===== config.mk =====
export PLATFORM = sky130hd
export DESIGN_NAME = demux1x2_stream_flat
export DESIGN_NICKNAME = d
export VERILOG_FILES = /design/src/rtl/demux1x2_stream_if.sv /design/src/rtl/demux1x2_stream.sv /design/src/flat_wrapper.sv
export SDC_FILE = /design/constraint.sdc
export NUM_CORES = 1
export LEC_CHECK = 0
export BUFFER_PORTS_ARGS = -buffer_cell sky130_fd_sc_hd__buf_4
export CORE_ASPECT_RATIO = 1.2
export CORE_MARGIN = 2
export CORE_UTILIZATION = 59
export CTS_CLUSTER_DIAMETER = 200
export CTS_CLUSTER_SIZE = 40
export DETAILED_ROUTE_END_ITERATION = 8
export GPL_TIMING_DRIVEN = 0
export HOLD_SLACK_MARGIN = 0.1
export PLACE_DENSITY = 0.87
export SLEW_MARGIN = 15
export SYNTH_ARGS = -nofsm -noshare
export SYNTH_HDL_FRONTEND = slang
export SYNTH_SLANG_ARGS = --single-unit
export TNS_END_PERCENT = 100

===== constraint.sdc =====
create_clock -name clk -period 3.52 [get_ports clk]
set_input_delay 0.704 -clock clk [delete_from_list [all_inputs] [get_ports clk]]
set_output_delay 0.704 -clock clk [all_outputs]
set_load 0.01 [all_outputs]

===== src/rtl/demux1x2_stream_if.sv =====
// Valid/ready bundle for one input and two output channels of the 1-to-2 demux.
interface demux1x2_stream_if #(
  parameter int WIDTH = 8
);
  logic             in_valid;
  logic             in_ready;
  logic             in_sel;
  logic [WIDTH-1:0] in_data;

  logic             out0_valid;
  logic             out0_ready;
  logic [WIDTH-1:0] out0_data;

  logic             out1_valid;
  logic             out1_ready;
  logic [WIDTH-1:0] out1_data;

  modport slave (
    input  in_valid, in_sel, in_data,
    output in_ready,
    output out0_valid, out0_data,
    input  out0_ready,
    output out1_valid, out1_data,
    input  out1_ready
  );

  modport master (
    output in_valid, in_sel, in_data,
    input  in_ready,
    input  out0_valid, out0_data,
    output out0_ready,
    input  out1_valid, out1_data,
    output out1_ready
  );
endinterface


===== src/rtl/demux1x2_stream.sv =====
// 1-to-2 stream demux with a 2-entry FIFO per output; 1-cycle latency, in_ready drops only when the selected FIFO is full.
// Optional per-channel accepted-beat counters are compiled in with DEMUX_STATS_EN.
module demux1x2_stream #(
  parameter int WIDTH = 8
) (
  input  logic                clk,
  input  logic                rst_n,
  demux1x2_stream_if.slave    bus
`ifdef DEMUX_STATS_EN
  ,
  input  logic                stats_clr,
  output logic [15:0]         cnt0,
  output logic [15:0]         cnt1
`endif
);

  typedef enum logic [1:0] {
    OCC_EMPTY = 2'd0,
    OCC_ONE   = 2'd1,
    OCC_FULL  = 2'd2
  } occ_t;

  occ_t             r_occ     [2];
  occ_t             w_occ_nxt [2];
  logic [WIDTH-1:0] r_mem     [2][2];
  logic [1:0]       r_wptr;
  logic [1:0]       r_rptr;

  logic             w_in_rdy;
  logic             w_acc;
  logic [1:0]       w_push;
  logic [1:0]       w_pop;
  logic [1:0]       w_out_vld;
  logic [1:0]       w_out_rdy;

  // in_ready looks only at the selected channel's registered occupancy, never at the consumer's ready.
  always_comb begin
    w_out_rdy = {bus.out1_ready, bus.out0_ready};
    w_in_rdy  = (r_occ[bus.in_sel] != OCC_FULL);
    w_acc     = bus.in_valid & w_in_rdy;
    w_push[0] = w_acc & ~bus.in_sel;
    w_push[1] = w_acc &  bus.in_sel;
    for (int k = 0; k < 2; k++) begin
      w_out_vld[k] = (r_occ[k] != OCC_EMPTY);
      w_pop[k]     = w_out_vld[k] & w_out_rdy[k];
    end
  end

  always_comb begin
    for (int k = 0; k < 2; k++) begin
      w_occ_nxt[k] = r_occ[k];
      case ({w_push[k], w_pop[k]})
        2'b10: w_occ_nxt[k] = (r_occ[k] == OCC_EMPTY) ? OCC_ONE : OCC_FULL;
        2'b01: w_occ_nxt[k] = (r_occ[k] == OCC_FULL) ? OCC_ONE : OCC_EMPTY;
        default: w_occ_nxt[k] = r_occ[k];
      endcase
    end
  end

  always_ff @(posedge clk) begin
    if (!rst_n) begin
      for (int k = 0; k < 2; k++) begin
        r_occ[k]    <= OCC_EMPTY;
        r_mem[k][0] <= '0;
        r_mem[k][1] <= '0;
      end
      r_wptr <= '0;
      r_rptr <= '0;
    end else begin
      for (int k = 0; k < 2; k++) begin
        r_occ[k] <= w_occ_nxt[k];
        if (w_push[k]) begin
          r_mem[k][r_wptr[k]] <= bus.in_data;
          r_wptr[k]           <= ~r_wptr[k];
        end
        if (w_pop[k]) begin
          r_rptr[k] <= ~r_rptr[k];
        end
      end
    end
  end

  assign bus.in_ready   = w_in_rdy;
  assign bus.out0_valid = w_out_vld[0];
  assign bus.out1_valid = w_out_vld[1];
  assign bus.out0_data  = r_mem[0][r_rptr[0]];
  assign bus.out1_data  = r_mem[1][r_rptr[1]];

`ifdef DEMUX_STATS_EN
  logic [15:0] r_cnt0;
  logic [15:0] r_cnt1;

  // Clear wins over a push landing in the same cycle.
  always_ff @(posedge clk) begin
    if (!rst_n || stats_clr) begin
      r_cnt0 <= '0;
      r_cnt1 <= '0;
    end else begin
      if (w_push[0] && (r_cnt0 != 16'hFFFF)) r_cnt0 <= r_cnt0 + 16'd1;
      if (w_push[1] && (r_cnt1 != 16'hFFFF)) r_cnt1 <= r_cnt1 + 16'd1;
    end
  end

  assign cnt0 = r_cnt0;
  assign cnt1 = r_cnt1;
`endif

endmodule


===== src/flat_wrapper.sv =====
// flat-port wrapper written by rule: the top's interface ports become plain ports
module demux1x2_stream_flat 
#(
  parameter int WIDTH = 8
)
  (clk, rst_n, bus_in_valid, bus_in_sel, bus_in_data, bus_in_ready, bus_out0_valid, bus_out0_data, bus_out0_ready, bus_out1_valid, bus_out1_data, bus_out1_ready);
  demux1x2_stream_if #(.WIDTH(WIDTH)) bus_i ();
  input  logic clk;
  input  logic rst_n;
  input wire logic [$bits(bus_i.in_valid)-1:0] bus_in_valid;
  input wire logic [$bits(bus_i.in_sel)-1:0] bus_in_sel;
  input wire logic [$bits(bus_i.in_data)-1:0] bus_in_data;
  output wire logic [$bits(bus_i.in_ready)-1:0] bus_in_ready;
  output wire logic [$bits(bus_i.out0_valid)-1:0] bus_out0_valid;
  output wire logic [$bits(bus_i.out0_data)-1:0] bus_out0_data;
  input wire logic [$bits(bus_i.out0_ready)-1:0] bus_out0_ready;
  output wire logic [$bits(bus_i.out1_valid)-1:0] bus_out1_valid;
  output wire logic [$bits(bus_i.out1_data)-1:0] bus_out1_data;
  input wire logic [$bits(bus_i.out1_ready)-1:0] bus_out1_ready;
  assign bus_i.in_valid = bus_in_valid;
  assign bus_i.in_sel = bus_in_sel;
  assign bus_i.in_data = bus_in_data;
  assign bus_in_ready = bus_i.in_ready;
  assign bus_out0_valid = bus_i.out0_valid;
  assign bus_out0_data = bus_i.out0_data;
  assign bus_i.out0_ready = bus_out0_ready;
  assign bus_out1_valid = bus_i.out1_valid;
  assign bus_out1_data = bus_i.out1_data;
  assign bus_i.out1_ready = bus_out1_ready;
  demux1x2_stream #(.WIDTH(WIDTH)) u_core (.clk(clk), .rst_n(rst_n), .bus(bus_i));
endmodule

-- Word-level counts from Yosys, hierarchy flattened
Memory sizes are Yosys's and may differ from the RTL's.
Index checks and enable logic that the tools add are counted.
- memories kept: 2
- word-level logic and storage cells: 131
- bits in registers: 4
- output and inout port bits: 19
- bits in writable memories: 36
- ROM bits: 0
- latch bits: 0
- input bits: 14
- memory list (memory ; depth ; bits a word ; read ports ; clocked after Yosys merged registers in ; write ports ; line ; text):
    u_core.r_mem ; 2 ; 16 ; 2 ; 0 ; 2 ; demux1x2_stream.sv:25 ; logic [WIDTH-1:0] r_mem [2][2];
    u_core.r_occ ; 2 ; 2 ; 3 ; 0 ; 2 ; demux1x2_stream.sv:23 ; occ_t r_occ [2];
- bitwise logic cells: 48
- shifts and indexed selects: 0
- add/subtract/negate cells: 0
- divide/modulo/power cells: 0
- multiply operators: 0
- eq/ne operators: 7
- reduce and logical (&&, ||, !) cells: 6
- order comparisons: 6
- mux-type cells: 58
- operators with widths (kind ; count):
    $mux 8 ; 8
    $mux 1 ; 40
    $or 1x1->1 ; 34
    $mux 16 ; 2
    $demux 8 s1 ; 2
    $eq 2x2->1 const B ; 4
    $ge 2x2->1 const B ; 4
    $mux 2 ; 4
    $not 1->2 ; 4
    $pmux 2 s2 ; 2
    $and 1x1->1 ; 5
    $not 1->1 ; 5
    $eq 2x1->1 const B ; 2
    $logic_not 2->1 ; 2
    $lt 2x1->1 const B ; 2
    $reduce_bool 2->1 ; 2
    $logic_and 1x1->1 ; 2
    $ne 2x2->1 const B ; 1

-- Longest topological paths before layout
Gate-level depths: netlist of the first run.
An unclocked memory read counts as a cell.
- depth in word-level cells: 8
- depth in mapped cells: 6
- depth with buffers taken out: 6

-- Worst setup path after synthesis of the first run
Ideal clock, no wire load.
- path type: input -> register
- from: input bus_in_sel
- to: memory u_core.r_mem[0][10] in the netlist's numbering, enable pin
- stages: 2
- arrival: 1523 ps
- setup time: 384 ps
- path slack: 1613 ps
- path buffers: 0
- required time: 3136 ps
- cell sequence: nand3b_1 o21ai_0
- RTL lines (item ; line ; text):
    start, declared ; flat_wrapper.sv:11 ; input wire logic [$bits(bus_i.in_sel)-1:0] bus_in_sel;
    end, declared ; demux1x2_stream.sv:25 ;

-- Final worst setup path of the first run
- from: register u_core.r_rptr[1]
- to: output bus_out1_data[1]
- longest elaborated chain between the ends: 4
- RTL lines (item ; line ; text):
    start, declared ; demux1x2_stream.sv:27 ; logic [1:0] r_rptr;
    start signal, assigned by index ; demux1x2_stream.sv:77 ; r_rptr[k] <= ~r_rptr[k];
    $not 1->2 (not written as such) ; demux1x2_stream.sv:87 ; assign bus.out1_data = r_mem[1][r_rptr[1]];
    $mux 8 (not written as such) (3 in a row) ; demux1x2_stream.sv:87 ;
    end, declared ; flat_wrapper.sv:18 ; output wire logic [$bits(bus_i.out1_data)-1:0] bus_out1_data;
No other way between the ends. The select of a mux whose other input is x is not followed.

==> results of run 1 <==
## path summary, 6_finish.rpt
kind	end	slack, ns	depth (start not counted)
setup / recovery	bus_out1_data[1]	1.41	3
hold / removal	u_core.r_occ[1][0]	0.54	2
setup reg to reg	u_core.r_mem[0][8]	1.45	3
hold reg to reg	u_core.r_occ[1][0]	0.54	2
## cell type report
class	count	area, um^2	area share
Clock inverter	1	3.75	0.00170
Buffer	2	10.0	0.00452
Tap cell	36	45.0	0.0204
Timing Repair Buffer	32	240	0.109
Multi-Input combinational cell	90	736	0.333
Sequential cell	40	1120	0.507
Inverter	3	11.3	0.00509
Clock buffer	7	45.0	0.0204
## tightest hold or removal path, delay by kind of cell (launching register included)
kind / cells / cell delay, ns
and+or+nand+nor: 1 / 0.09
DFF: 1 / 0.37
AOI/OAI and AO/OA: 1 / 0.05
## through the flow
step | setup slack (ns) | power, uW | area (um^2) | hold WS [ns]
2_1_floorplan | 1.61 | 700 | 1880 | 0.491
3_3_place_gp | 1.20 | 778 | 2160 | 0.506
3_5_place_dp | 1.10 | 792 | 2160 | 0.524
4_1_cts | 1.38 | 995 | 2210 | 0.540
5_1_grt | 1.32 | 1040 | 2210 | 0.593
6_report | 1.41 | 991 | 2210 | 0.543
## power breakdown
part | switching (uW) | internal, uW | leakage (uW) | total (uW)
Combinational | 100 | 114 | 0.000498 | 214
Clock | 135 | 76.9 | 0.0000269 | 212
Sequential | 19.0 | 546 | 0.000401 | 565
Total | 254 | 737 | 0.000926 | 991
## kinds of logic after synthesis
logic type	Yosys count	share of synthesized area
adder cells (fa/ha/maj)	2	0.0133
multiplexers	16	0.0959
buffers and inverters	5	0.0113
AO/OA/AOI/OAI	13	0.0433
AND/OR/NAND/NOR	55	0.221
flip-flops	40	0.597
XOR/XNOR	4	0.0187
## state kept, by name, indices dropped and copies added, names as in the netlist
| name | cells |
|---|---|
| u_core.r_mem | 32 |
| u_core.r_occ | 4 |
| u_core.r_rptr | 2 |
| u_core.r_wptr | 2 |
## cell usage after synthesis (all sizes together)
master   n
a21o     2
nor4     1
buf      2
dfxtp    8
and2    34
nor4b    2
xnor2    2
or2b     1
or2      2
xor2     2
ha       2
a21oi    5
o21ai    2
inv      3
nor2     3
nand3b   2
and4bb   1
nand2    3
nand2b   2
o21a     2
mux2    16
a211oi   2
or3      2
nor2b    2
edfxtp  32
## layer usage
metal / vias up / wire length (um) / track usage
met5: - / 0 / 0
met3: 6 / 143 / 0.0548
met4: 0 / 66 / 0.0793
li1: 563 / - / -
met1: 560 / 1250 / 0.217
met2: 27 / 1860 / 0.387
## cell usage in the layout, fill, tap and decap left out
cell / instances
a211oi_1: 2
a21o_1: 1
a21o_2: 1
a21oi_1: 5
and2_1: 27
and2_2: 7
and4bb_4: 1
buf_2: 2
buf_4: 32
clkbuf_1: 2
clkbuf_4: 5
clkinv_1: 1
dfxtp_1: 8
edfxtp_1: 32
ha_1: 2
inv_1: 3
mux2_2: 16
nand2_1: 2
nand2_4: 1
nand2b_1: 2
nand3b_1: 2
nor2_1: 3
nor2b_2: 2
nor4_4: 1
nor4b_4: 2
o21a_1: 2
o21ai_0: 2
or2_2: 2
or2b_1: 1
or3_1: 2
xnor2_1: 2
xor2_1: 2
==> flow_summary.html, run 1 <==
<table>
<tr><th>Metric</th><th>Value</th></tr>
<tr><th colspan="2">Outcome</th></tr>
<tr><td>Run status</td><td>completed</td></tr>
<tr><th colspan="2">Cells and area</th></tr>
<tr><td>Diode insertion count for antenna repair</td><td>0</td></tr>
<tr><td>Net count, final</td><td>190</td></tr>
<tr><td>Final-layout fill cell count</td><td>209</td></tr>
<tr><td>Util after Layout</td><td>0.724</td></tr>
<tr><td>Post-layout instance count excluding filler cells</td><td>around 210</td></tr>
<tr><td>Fraction of layout instances using a drive strength above 1</td><td>0.411</td></tr>
<tr><td>Synthesis-to-layout area growth</td><td>17.8%</td></tr>
<tr><th colspan="2">Synth</th></tr>
<tr><td>Number of different library cells in the post-synthesis netlist</td><td>28</td></tr>
<tr><td>Sequential share of the synthesized area</td><td>0.597</td></tr>
<tr><td>Post-synthesis cell type with the largest combined area</td><td>edfxtp_1</td></tr>
<tr><td>Yosys reg bits</td><td>40</td></tr>
<tr><td>Average instance area after synthesis</td><td>13.9 um^2</td></tr>
<tr><td>Cell area after synthesis</td><td>1880 um^2</td></tr>
<tr><td>Cell count after synthesis</td><td>between 100 and 150</td></tr>
<tr><td>Mapped Nets</td><td>approximately 150</td></tr>
<tr><td>Area fraction of the dominant cell type after synthesis</td><td>0.512</td></tr>
<tr><td>Yosys warns</td><td>0</td></tr>
<tr><td>Largest cells by area after synthesis</td><td>edfxtp_1 51%, mux2_2 9.6%, and2_1 9.0%</td></tr>
<tr><th colspan="2">Setup path</th></tr>
<tr><td>WP data arrival</td><td>1.41 ns</td></tr>
<tr><td>Ordered cell list for the critical path</td><td>buf_2, mux2_2, buf_4</td></tr>
<tr><td>Origin of the critical flop-to-flop path</td><td>u_core.r_occ[0][0]</td></tr>
<tr><td>CP max stage cell</td><td>mux2_2</td></tr>
<tr><td>Category of the worst setup path launch point</td><td>register</td></tr>
<tr><td>First element of the critical path</td><td>u_core.r_rptr[1]</td></tr>
<tr><td>Max FO, Critical Path</td><td>9</td></tr>
<tr><td>Critical Path Max Stage Delay</td><td>0.37 ns</td></tr>
<tr><td>Worst Path Class, Setup</td><td>register to output port</td></tr>
<tr><td>Data required time of the critical path</td><td>about 2.8 ns</td></tr>
<tr><td>Kind of cell with the highest combined delay on the critical path</td><td>buffers and inverters</td></tr>
<tr><td>CP bufs+invs</td><td>2</td></tr>
<tr><td>Endpoint kind of the worst setup timing path</td><td>output port</td></tr>
<tr><th colspan="2">Timing</th></tr>
<tr><td>Final Skew</td><td>0.00472 ns</td></tr>
<tr><td>Slew HR</td><td>0.212</td></tr>
<tr><td>Hold Vio Cnt, Final</td><td>0</td></tr>
<tr><td>Final critical delay including setup and external delays</td><td>2.11 ns</td></tr>
<tr><td>Highest clock rate</td><td>0.474 GHz</td></tr>
<tr><td>Worst Tran Pin Value</td><td>1.17 ns</td></tr>
<tr><td>Setup-violating endpoint count in the final report</td><td>0</td></tr>
<tr><td>Accumulated negative setup slack</td><td>0 ns</td></tr>
<tr><td>Post-route clock period utilization</td><td>0.600</td></tr>
<tr><td>Setup repair after global routing missed its margin</td><td>false</td></tr>
<tr><td>Max-slew violation count</td><td>0</td></tr>
<tr><th colspan="2">Clock tree</th></tr>
<tr><td>Number of cells upsized or downsized after cts</td><td>0</td></tr>
<tr><td>Post-CTS setup-driven buffer insertion count</td><td>0</td></tr>
<tr><td>Depth of the CTS H-tree</td><td>2</td></tr>
<tr><td>Clk root buf</td><td>clkbuf_4</td></tr>
<tr><td>Max clock buf depth</td><td>2</td></tr>
<tr><td>Insertion delay of the later-clocked pin in the worst-skew pair</td><td>~0.34 ns</td></tr>
<tr><td>Clock transition at the registers of the reported paths</td><td>0.11 ns</td></tr>
<tr><td>TritonCTS clock tree</td><td>yes</td></tr>
<tr><td>Hold-fix buffers at CTS</td><td>0</td></tr>
<tr><td>CTS sink count</td><td>40</td></tr>
<tr><td>Number of buffers created by CTS</td><td>5</td></tr>
<tr><th colspan="2">Die</th></tr>
<tr><td>Area of the die</td><td>between 3000 and 4000 um^2</td></tr>
<tr><td>Height of the chip</td><td>between 60 and 70 um</td></tr>
<tr><td>Placeable core region</td><td>slightly above 3000 um^2</td></tr>
<tr><td>Initial core utilization</td><td>0.615</td></tr>
<tr><td>Horiz. Die Dim</td><td>about 56 um</td></tr>
<tr><td>Top Ports</td><td>33</td></tr>
<tr><td>Number of standard-cell rows in the floorplan</td><td>22</td></tr>
<tr><th colspan="2">Global routing</th></tr>
<tr><td>First-pass GRT wire length</td><td>5.53 mm</td></tr>
<tr><td>Total Routing Usage GR</td><td>0.205</td></tr>
<tr><td>Antenna violations before repair</td><td>0</td></tr>
<tr><td>Total grt overflow</td><td>0</td></tr>
<tr><td>Via count of the first global-routing pass</td><td>1,180</td></tr>
<tr><td>Largest net degree at the start of global routing</td><td>12</td></tr>
<tr><th colspan="2">Power and ir drop</th></tr>
<tr><td>Power density normalized to cell area</td><td>448 nW/um^2</td></tr>
<tr><td>Peak ir drop on the vdd network</td><td>around 0.0004 V</td></tr>
<tr><td>Leak Pwr</td><td>0.000926 uW</td></tr>
<tr><th colspan="2">Placement</th></tr>
<tr><td>Port Buf Inserts</td><td>32</td></tr>
<tr><td>Placed Instances</td><td>203</td></tr>
<tr><td>Half-perimeter wire length after placement</td><td>approximately 2.5 mm</td></tr>
<tr><td>Gp weighted congestion</td><td>0.713</td></tr>
<tr><th colspan="2">Routing</th></tr>
<tr><td>Routed WL</td><td>3.32 mm</td></tr>
<tr><td>Detailed Route Iter0 Violations</td><td>44</td></tr>
<tr><td>Drt drc</td><td>0</td></tr>
<tr><td>Total iterations of the first detailed-routing run</td><td>4</td></tr>
<tr><td>Routed WL per cell</td><td>around 16 um</td></tr>
<tr><td>Total vias in the final route</td><td>~1,200</td></tr>
<tr><td>Via/cell ratio</td><td>5.48</td></tr>
<tr><td>Remaining antenna violation count after routing</td><td>0</td></tr>
<tr><th colspan="2">Job</th></tr>
<tr><td>Number of max-cap violations</td><td>0</td></tr>
<tr><th colspan="2">Worst hold path</th></tr>
<tr><td>Hold path startpoint</td><td>u_core.r_occ[1][0]</td></tr>
<tr><td>Path class of the lowest-slack min-delay path</td><td>register to register</td></tr>
</table>
Power figures use the tool's default switching activity.
==> run 2: changes to the inputs <==
--- a/config.mk
+++ b/config.mk
@@ -8,13 +8,13 @@
 export BUFFER_PORTS_ARGS = -buffer_cell sky130_fd_sc_hd__buf_4
 export CORE_ASPECT_RATIO = 1.2
 export CORE_MARGIN = 2
-export CORE_UTILIZATION = 59
+export CORE_UTILIZATION = 49
 export CTS_CLUSTER_DIAMETER = 200
 export CTS_CLUSTER_SIZE = 40
 export DETAILED_ROUTE_END_ITERATION = 8
 export GPL_TIMING_DRIVEN = 0
 export HOLD_SLACK_MARGIN = 0.1
-export PLACE_DENSITY = 0.87
+export PLACE_DENSITY = 0.77
 export SLEW_MARGIN = 15
 export SYNTH_ARGS = -nofsm -noshare
 export SYNTH_HDL_FRONTEND = slang
==> constraint.sdc (replaced) <==
create_clock -name clk -period 1.8 [get_ports clk]
set_input_delay 0.36 -clock clk [delete_from_list [all_inputs] [get_ports clk]]
set_output_delay 0.36 -clock clk [all_outputs]
set_load 0.01 [all_outputs]
==> flow_summary.html, run 2 (synthesized netlist as in run 1, its figures left out) <==
<table>
<tr><th>Metric</th><th>Value</th></tr>
<tr><th colspan="2">Setup path</th></tr>
<tr><td>CP max stage cell</td><td>mux2_2 (unchanged)</td></tr>
<tr><td>Max FO, Critical Path</td><td>9 (unchanged)</td></tr>
<tr><td>WP data arrival</td><td>1.36 ns (was 1.41 ns)</td></tr>
<tr><td>Worst Path Class, Setup</td><td>register to output port (unchanged)</td></tr>
<tr><td>Endpoint kind of the worst setup timing path</td><td>output port (unchanged)</td></tr>
<tr><td>First element of the critical path</td><td>u_core.r_rptr[0] (was u_core.r_rptr[1])</td></tr>
<tr><td>Critical Path Max Stage Delay</td><td>0.38 ns (was 0.37 ns)</td></tr>
<tr><td>Origin of the critical flop-to-flop path</td><td>u_core.r_occ[1][1] (was u_core.r_occ[0][0])</td></tr>
<tr><td>Category of the worst setup path launch point</td><td>register (unchanged)</td></tr>
<tr><td>Ordered cell list for the critical path</td><td>buf_2, mux2_2, buf_4 (unchanged)</td></tr>
<tr><td>Data required time of the critical path</td><td>1.44 ns (was 2.82 ns)</td></tr>
<tr><th colspan="2">Die</th></tr>
<tr><td>Horiz. Die Dim</td><td>60.5 um (was 55.5 um)</td></tr>
<tr><td>Height of the chip</td><td>71.8 um (was 65.8 um)</td></tr>
<tr><td>Area of the die</td><td>4350 um^2 (was 3650 um^2)</td></tr>
<tr><td>Number of standard-cell rows in the floorplan</td><td>24 (was 22)</td></tr>
<tr><td>Initial core utilization</td><td>0.513 (was 0.615)</td></tr>
<tr><td>Placeable core region</td><td>3660 um^2 (was 3060 um^2)</td></tr>
<tr><td>Top Ports</td><td>33 (unchanged)</td></tr>
<tr><th colspan="2">Cells and area</th></tr>
<tr><td>FF/Latch Area</td><td>1120 um^2 (about the same)</td></tr>
<tr><td>Area occupied by multi-input gates</td><td>752 um^2 (was 736 um^2)</td></tr>
<tr><td>Post-layout instance count excluding filler cells</td><td>227 (was 211)</td></tr>
<tr><td>Top reg by flops</td><td>u_core.r_mem (unchanged)</td></tr>
<tr><td>Diode insertion count for antenna repair</td><td>0 (unchanged)</td></tr>
<tr><td>Synthesis-to-layout area growth</td><td>21.6% (was 17.8%)</td></tr>
<tr><td>Net count, final</td><td>190 (unchanged)</td></tr>
<tr><td>Fraction of layout instances using a drive strength above 1</td><td>0.446 (was 0.411)</td></tr>
<tr><td>Final-layout fill cell count</td><td>302 (was 209)</td></tr>
<tr><td>Top library cells by usage in the layout, fill and taps aside</td><td>32 x buf_4, 32 x edfxtp_1, 27 x and2_1 (unchanged)</td></tr>
<tr><td>Registers with the highest flip-flop counts</td><td>u_core.r_mem: 32 flops, u_core.r_occ: 4 flops (unchanged)</td></tr>
<tr><td>Final design area excluding fillers</td><td>2280 um^2 (was 2210 um^2)</td></tr>
<tr><td>Max reg flops</td><td>32 (unchanged)</td></tr>
<tr><th colspan="2">Placement</th></tr>
<tr><td>Gp weighted congestion</td><td>0.745 (was 0.713)</td></tr>
<tr><td>Port Buf Inserts</td><td>32 (unchanged)</td></tr>
<tr><td>Half-perimeter wire length after placement</td><td>2.43 mm (was 2.48 mm)</td></tr>
<tr><td>Placed Instances</td><td>219 (was 203)</td></tr>
<tr><td>Placed Area</td><td>2180 um^2 (was 2160 um^2)</td></tr>
<tr><th colspan="2">Power and ir drop</th></tr>
<tr><td>Peak ir drop on the vdd network</td><td>0.000594 V (was 0.000401 V)</td></tr>
<tr><td>Design Power</td><td>2100 uW (was 991 uW)</td></tr>
<tr><td>Leak Pwr</td><td>0.000945 uW (was 0.000926 uW)</td></tr>
<tr><td>Power density normalized to cell area</td><td>918 nW/um^2 (was 448 nW/um^2)</td></tr>
<tr><th colspan="2">Clock tree</th></tr>
<tr><td>Max clock buf depth</td><td>2 (unchanged)</td></tr>
<tr><td>CTS sink count</td><td>40 (unchanged)</td></tr>
<tr><td>Hold-fix buffers at CTS</td><td>0 (unchanged)</td></tr>
<tr><td>Clk root buf</td><td>clkbuf_8 (was clkbuf_4)</td></tr>
<tr><td>Depth of the CTS H-tree</td><td>2 (unchanged)</td></tr>
<tr><td>Insertion delay of the later-clocked pin in the worst-skew pair</td><td>0.29 ns (was 0.34 ns)</td></tr>
<tr><td>Number of buffers created by CTS</td><td>5 (unchanged)</td></tr>
<tr><td>Clock transition at the registers of the reported paths</td><td>0.07 ns (was 0.11 ns)</td></tr>
<tr><td>TritonCTS clock tree</td><td>yes (unchanged)</td></tr>
<tr><th colspan="2">Routing</th></tr>
<tr><td>Drt drc</td><td>0 (unchanged)</td></tr>
<tr><td>Detailed Route Iter0 Violations</td><td>33 (was 44)</td></tr>
<tr><td>Via/cell ratio</td><td>5.02 (was 5.48)</td></tr>
<tr><td>Routed WL</td><td>3.40 mm (was 3.32 mm)</td></tr>
<tr><td>Total vias in the final route</td><td>1,139 (was 1,156)</td></tr>
<tr><td>Remaining antenna violation count after routing</td><td>0 (unchanged)</td></tr>
<tr><td>Routed WL per cell</td><td>15.0 um (was 15.7 um)</td></tr>
<tr><td>Total iterations of the first detailed-routing run</td><td>4 (unchanged)</td></tr>
<tr><th colspan="2">Global routing</th></tr>
<tr><td>Total grt overflow</td><td>0 (unchanged)</td></tr>
<tr><td>Largest net degree at the start of global routing</td><td>13 (was 12)</td></tr>
<tr><td>Via count of the first global-routing pass</td><td>1,136 (was 1,180)</td></tr>
<tr><td>Total Routing Usage GR</td><td>0.174 (was 0.205)</td></tr>
<tr><td>Antenna violations before repair</td><td>0 (unchanged)</td></tr>
<tr><td>First-pass GRT wire length</td><td>5.35 mm (was 5.53 mm)</td></tr>
<tr><th colspan="2">Job</th></tr>
<tr><td>Number of max-cap violations</td><td>0 (unchanged)</td></tr>
<tr><th colspan="2">Timing</th></tr>
<tr><td>Setup repair after global routing missed its margin</td><td>false (unchanged)</td></tr>
<tr><td>Setup-violating endpoint count in the final report</td><td>0 (unchanged)</td></tr>
<tr><td>Hold Vio Cnt, Final</td><td>0 (unchanged)</td></tr>
<tr><td>Max-slew violation count</td><td>0 (unchanged)</td></tr>
<tr><td>Final Skew</td><td>0.00534 ns (was 0.00472 ns)</td></tr>
<tr><td>Slew HR</td><td>0.686 (was 0.212)</td></tr>
<tr><td>Final critical delay including setup and external delays</td><td>1.72 ns</td></tr>
<tr><td>Post-route clock period utilization</td><td>0.957</td></tr>
<tr><td>Highest clock rate</td><td>just under 0.6 GHz</td></tr>
<tr><td>Worst Tran Pin Value</td><td>0.467 ns (was 1.17 ns)</td></tr>
<tr><th colspan="2">Worst hold path</th></tr>
<tr><td>Path class of the lowest-slack min-delay path</td><td>primary input to register (was register to register)</td></tr>
<tr><td>Hold path startpoint</td><td>bus_in_data[1] (was u_core.r_occ[1][0])</td></tr>
<tr><th colspan="2">Outcome</th></tr>
<tr><td>Run status</td><td>completed (unchanged)</td></tr>
</table>
-- run 2: cell counts in the layout (fill, tap and decap cells not counted) --
No cell type changed its count.
-- run 2: critical path: cells and delay by family, from the launching register on --
family / cells / cell delay, ns
buffers and inverters: 2 / 0.39
DFF: 1 / 0.30
muxes: 1 / 0.38
-- run 2: metal layers --
layer	part of all wire	global-route usage
met4	0.021	0.0870
met5	0	0
met1	0.40	0.201
met2	0.53	0.293
met3	0.049	0.0415
-- run 2: what timing repair did --
item,4_1_cts,5_1_grt
setup endpoints to repair,16,25
endpoints found under the hold margin,0,0
resized for setup,2,6
setup buffers,0,0
gates cloned,0,0
-- run 2: layout make-up --
class / instances / area share
plain buffers: 2 / 0.00438
clock buffers: 7 / 0.0334
clock inverters: 1 / 0.00219
inverters: 3 / 0.00493
multi-input cells: 90 / 0.329
flip-flops and latches: 40 / 0.492
well taps: 52 / 0.0285
repair buffers: 32 / 0.105
-- run 2: report_power, final --
group	switching [uW]	internal, uW	total (uW)	leakage [uW]
Sequential	40.1	1070	1110	0.000402
Combinational	199	227	426	0.000501
Clock	289	272	561	0.0000422
Total	528	1570	2100	0.000945
-- run 2: worst paths after layout --
kind | slack, ns | cells past startpoint | to
max | 0.08 | 3 | bus_out0_data[0]
max reg2reg | 0.14 | 5 | u_core.r_occ[1][0]
min | 0.37 | 2 | u_core.r_mem[0][1]
min reg2reg | 0.53 | 2 | u_core.r_occ[1][0]
-- run 2: metrics by stage --
step	worst slack (ns)	hold slack, ns	utilization	TNS, ns
detailed placement	-0.288	0.530	0.596	-4.34
finish	0.0776	0.367	0.623	0
CTS	0.0166	0.361	0.618	0
global placement	-0.216	0.504	0.596	-3.37
global route	0.0266	0.372	0.623	0
floorplan	0.0837	0.491	-	0
